<file path="config.mk">
export PLATFORM = sky130hd
export DESIGN_NAME = adder_tree_pipe
export DESIGN_NICKNAME = d
export VERILOG_FILES = /design/src/rtl/adder_tree_pipe.sv
export SDC_FILE = /design/constraint.sdc
export NUM_CORES = 1
export LEC_CHECK = 0
export CAP_MARGIN = 20
export CORE_UTILIZATION = 46
export DETAILED_ROUTE_END_ITERATION = 8
export GPL_TIMING_DRIVEN = 0
export PLACE_DENSITY = 0.7
export SYNTH_ARGS = -nofsm -noshare
export SYNTH_HDL_FRONTEND = slang
export SYNTH_SLANG_ARGS = --single-unit
</file>
<file path="constraint.sdc">
create_clock -name i_clk -period 8 [get_ports i_clk]
set_input_delay 1.6 -clock i_clk [delete_from_list [all_inputs] [get_ports i_clk]]
set_output_delay 1.6 -clock i_clk [all_outputs]
set_load 0.1 [all_outputs]
</file>
<file path="src/rtl/adder_tree_pipe.sv">
// adder_tree_pipe
//   Pipelined signed multi-operand adder for the FFT datapath. M operands of
//   N bits are sign-extended to W = N + clog2(M) bits and summed through a
//   registered binary tree. The full-precision sum is arithmetically shifted
//   right by a per-beat block-scaling amount. It is then saturated (SAT=1) or
//   wrapped (SAT=0) to N bits, and an overflow flag is raised when the scaled
//   value does not fit. Latency is G+1 enabled cycles; i_ce stalls every
//   register.
//
// Ports
//   i_clk    rising-edge clock
//   i_rst    asynchronous active-high reset
//   i_ce     clock enable; low holds every pipeline register
//   i_valid  input operands valid
//   i_data   packed operands, operand k at [k*N +: N], signed
//   i_shift  arithmetic right shift for this beat (clamped to G)
//   o_valid  o_sum / o_ovf valid
//   o_sum    scaled, saturated or wrapped sum, signed
//   o_ovf    scaled sum fell outside the N-bit signed range
module adder_tree_pipe #(
  parameter int N   = 16,
  parameter int M   = 3,
  parameter int SAT = 1
) (
  input  logic           i_clk,
  input  logic           i_rst,
  input  logic           i_ce,
  input  logic           i_valid,
  input  logic [M*N-1:0] i_data,
  input  logic [3:0]     i_shift,
  output logic           o_valid,
  output logic [N-1:0]   o_sum,
  output logic           o_ovf
);

  localparam int G = $clog2(M);
  localparam int W = N + G;

  // Signed N-bit limits expressed at full internal width.
  localparam logic signed [W-1:0] MAX_V = {{(G+1){1'b0}}, {(N-1){1'b1}}};
  localparam logic signed [W-1:0] MIN_V = {{(G+1){1'b1}}, {(N-1){1'b0}}};

  // Number of partial sums held at tree level lvl (level 0 = the operands).
  function automatic int level_count(input int lvl);
    int c;
    c = M;
    for (int i = 0; i < lvl; i++) begin
      c = (c + 1) / 2;
    end
    return c;
  endfunction

  // Tree: level 0 is the sign-extended operands, levels 1..G are registered.
  for (genvar j = 0; j <= G; j++) begin : g_lvl
    localparam int CNT = level_count(j);
    for (genvar k = 0; k < CNT; k++) begin : g_n
      logic signed [W-1:0] node;
      if (j == 0) begin : g_ext
        assign node = {{G{i_data[k*N+N-1]}}, i_data[k*N +: N]};
      end else if (2*k+1 < level_count(j-1)) begin : g_add
        // Pairwise full-precision add of two nodes from the level below.
        always_ff @(posedge i_clk or posedge i_rst) begin
          if (i_rst) begin
            node <= {W{1'b0}};
          end else if (i_ce) begin
            node <= g_lvl[j-1].g_n[2*k].node + g_lvl[j-1].g_n[2*k+1].node;
          end
        end
      end else begin : g_pass
        // Odd leftover term: registered unchanged to keep levels aligned.
        always_ff @(posedge i_clk or posedge i_rst) begin
          if (i_rst) begin
            node <= {W{1'b0}};
          end else if (i_ce) begin
            node <= g_lvl[j-1].g_n[2*k].node;
          end
        end
      end
    end
  end

  logic [3:0]   sh_pipe [G];
  logic [G-1:0] v_pipe;

  // Shift amount and valid travel alongside the tree, one stage per level.
  always_ff @(posedge i_clk or posedge i_rst) begin
    if (i_rst) begin
      for (int i = 0; i < G; i++) begin
        sh_pipe[i] <= 4'd0;
      end
      v_pipe <= {G{1'b0}};
    end else if (i_ce) begin
      sh_pipe[0] <= i_shift;
      v_pipe[0]  <= i_valid;
      for (int i = 1; i < G; i++) begin
        sh_pipe[i] <= sh_pipe[i-1];
        v_pipe[i]  <= v_pipe[i-1];
      end
    end
  end

  logic signed [W-1:0] full_sum;
  logic signed [W-1:0] scaled;
  logic [3:0]          eff_shift;
  logic [N-1:0]        next_sum;
  logic                next_ovf;

  assign full_sum = g_lvl[G].g_n[0].node;

  // Scale, range-check and saturate/wrap the tree result.
  always_comb begin
    eff_shift = sh_pipe[G-1];
    if (sh_pipe[G-1] > 4'(G)) begin
      eff_shift = 4'(G);
    end else begin
      eff_shift = sh_pipe[G-1];
    end
    scaled   = full_sum >>> eff_shift;
    next_ovf = (scaled > MAX_V) || (scaled < MIN_V);
    if ((SAT != 0) && (scaled > MAX_V)) begin
      next_sum = MAX_V[N-1:0];
    end else if ((SAT != 0) && (scaled < MIN_V)) begin
      next_sum = MIN_V[N-1:0];
    end else begin
      next_sum = scaled[N-1:0];
    end
  end

  // Output register; invalid beats update data too, o_valid qualifies them.
  always_ff @(posedge i_clk or posedge i_rst) begin
    if (i_rst) begin
      o_valid <= 1'b0;
      o_sum   <= {N{1'b0}};
      o_ovf   <= 1'b0;
    end else if (i_ce) begin
      o_valid <= v_pipe[G-1];
      o_sum   <= next_sum;
      o_ovf   <= next_ovf;
    end
  end

endmodule

</file>
==> metrics.csv, run 1 <==
metric,value,unit
outcome,completed,
post-synthesis adder-cell area fraction,9.395,%
CP startpoint,i_data[0],
DR iter-0 viols,163,
Worst Hold Class,flop to flop,
hold_ws,479.9,ps
largest net degree at the start of global routing,47,
Vias,3843,
"FF+latch count, synth",79,
CP arrival,4010,ps
sum of net half-perimeters after detailed placement,8.296,mm
Yosys warning count,0,
main combinational cell family by area after synthesis,compound AO/OA/AOI/OAI gates,
Die H,104.4,um
GRT overflow,0,
GR Util All Layers,21.74,%
post-CTS resize count,0,
I/O pin cnt,74,
Post-Synth XOR/XNOR Area,2.725,%
Max-Cap Viols,0,
first-pass GRT wire length,18.82,mm
Clock Skews,10.58,ps
Crit Path Max Fanout,4,
RSZ-0062 raised after global routing,no,
row count,37,
Required @ worst endpoint,8290,ps
vias per cell,5.553,
Placed Area,5742,um^2
ANT nets after route,0,
final period utilization,46.44,%
syn_nets,560,
initial antenna violation count,0,
# DRC,0,
DRT Pass-1 Iters,4,
setup TNS,0,ps
Core Region,10230,um^2
Pleak,2.503,nW
simple-gate share of the synthesized area,10.56,%
post-synthesis sequential area ratio,41.01,%
largest cells by area after synthesis,"dfrtp_1, mux2_2, ha_1, a21oi_1, o21ai_0",
Cells after DPL,678,
# fillers,894,
reg-to-reg startpoint,g_lvl[1].g_n[0].node[1],
Final Critical Period,3715,ps
synthesized area,4821,um^2
CTS H-tree lvls,3,
clock latency on the worst-skew pair,360,ps
post-CTS setup buffers,0,
crit end category,flop,
CTS tree,built,
Slew HR,35.35,%
complex-gate fraction of the synthesized area,20.81,%
Yosys top cell by area,dfrtp_1,
Worst Reg-to-Reg Cells,7,
number of synthesized flops with an enable pin,0,
Finished Layout Cells,692,
Final GP Congestion,0.8738,
area grow syn2layout,22.50,%
peak supply drop,235.0,uV
share of post-route cells with drive strength above 1,13.31,%
Worst R2R End,full_sum[17],
pins over their slew limit,0,
mean routed wirelength per cell,15.81,um
CP Launch Type,input port,
clk slew on worst S/H paths,70,ps
"Async S/R FF share, synth",100.0,%
CP Capture Point,g_lvl[1].g_n[0].node[14],
Inserted Clock Buffers,9,
Die X,104.4,um
Bufs on Longest Clock Path,2,
Tightest Pin Transition,966.7,ps
root buffer selected by CTS,clkbuf_8,
final hold violations,0,
mux contribution to synthesized area,12.59,%
f_max,269.2,MHz
"Avg Cell Area, Syn",10.28,um^2
"Core Util, Final",57.72,%
top cell type's share of synthesized area,41.01,%
Initial Util,47.12,%
pwr dens,278.8,nW/um^2
"Design Area, Final",5906,um^2
PortBufs,72,
synthesized instance count,469,
WS Path Type,input port to flop,
Hold Buf Count CTS,0,
R2R Setup Slk,5730,ps
Main synth FF type,dfrtp_1,
clock sink count,79,
"Setup violations, final",0,
Die Area,10890,um^2
unique cell type count in the Yosys netlist,64,
# diodes,0,
Post-Route WL,10.94,mm
via count of the first global-routing pass,3926,
Layout Nets,644,
## logic make-up after synthesis
logic type	count (synthesis)
compound gates	145
xor+xnor	15
fa+ha+maj	35
buf+inv	36
flops	79
mux	55
simple gates	104
## Yosys cell counts (5+ instances only)
| cell | number |
|---|---|
| dfrtp_1 | 79 |
| mux2_2 | 45 |
| ha_1 | 33 |
| nand2_1 | 32 |
| a21oi_1 | 30 |
| o21ai_0 | 27 |
| nor2_1 | 26 |
| a21o_1 | 17 |
| a211oi_1 | 16 |
| inv_1 | 15 |
| clkbuf_1 | 14 |
| xnor2_1 | 11 |
| mux2i_1 | 10 |
| o21a_1 | 9 |
| nand4_1 | 7 |
| nor2b_1 | 7 |
| nor3_1 | 5 |
## stage by stage
step	setup slack [ps]	power, mW
global placement	3217	1.364
floorplan	4377	1.188
CTS	4285	1.652
global route	4048	1.748
finish	4285	1.647
detailed placement	3918	1.385
## cells in the final DEF, fill, tap and decap left out, types with 14 or more instances in the layout
| cell | netlist | routed |
|---|---|---|
| ha_1 | 33 | 33 |
| nor2_1 | 26 | 26 |
| a21oi_1 | 30 | 30 |
| a21o_1 | 17 | 17 |
| mux2_2 | 45 | 45 |
| dfrtp_1 | 79 | 79 |
| inv_1 | 15 | 14 |
| a211oi_1 | 16 | 16 |
| nand2_1 | 32 | 32 |
| o21ai_0 | 27 | 27 |
| clkbuf_1 | 14 | 16 |
| clkdlybuf4s50_1 | 0 | 72 |
## sequential cells by signal (all words and copies together), names as in the netlist
signal	flops
v_pipe	2
o_sum	16
full_sum	18
g_lvl.g_n.node	33
o_valid	1
sh_pipe	8
o_ovf	1
## worst min-delay path by stage
stage | slack [ps] | from | depth (start not counted) | to
final | 480 | o_sum[4] | 1 | o_sum[4]
after global routing | 500 | o_sum[3] | 1 | o_sum[3]
after CTS | 480 | o_sum[3] | 1 | o_sum[3]
after detailed placement | 470 | o_sum[3] | 1 | o_sum[3]
after global placement | 460 | o_sum[10] | 1 | o_sum[10]
after floorplan | 450 | sh_pipe[4] | 2 | sh_pipe[0]
## cell type report
cell class	instances	area [um^2]	area share, %
sequential	79	1977	33.47
buffer	21	83.83	1.419
tap	136	170.2	2.881
inverter	15	58.81	0.9958
clock inverter	1	5.005	0.08475
timing repair buffer	73	748.2	12.67
clock buffer	13	158.9	2.691
multi-input combinational	354	2704	45.78
## worst max-delay path, stage by stage
cell and delay (ps):
clkdlybuf4s50_1 460, ha_1 190, inv_1 60, fa_1 400, nor2b_1 240, o31ai_4 120, a211oi_4 280, o21bai_1 160
a2111o_1 430, nand3_1 70
## routing by layer
| metal | up-vias | routed length [um] | GRT usage (%) |
|---|---|---|---|
| li1 | 1900 | - | - |
| met4 | 0 | 206 | 8.980 |
| met2 | 101 | 5247 | 35.90 |
| met1 | 1827 | 5007 | 28.66 |
| met5 | - | 0 | 0 |
| met3 | 15 | 479 | 2.945 |
## where the power goes
group	total [mW]	internal (mW)	leakage, nW	switching (mW)
Clock	0.265	0.126	0.0854	0.139
Sequential	0.582	0.503	0.933	0.0785
Combinational	0.800	0.300	1.48	0.500
Note: power is estimated with default switching activity, not from simulation.
==> run 2, diff against run 1 <==
clock period = 3.8 ns   (was 8 ns; I/O delays follow)
==> results of run 2 <==
Same layout as run 1 (identical final DEF). Status: completed.
Main changes from that run: setup slack after placement 3918 ps -> 558.0 ps; setup slack after layout 4285 ps -> 925.2 ps; register-to-register setup slack 5730 ps -> 1530 ps; total power 1.647 mW -> 3.467 mW; worst IR drop on VDD 235.0 uV -> 494.8 uV
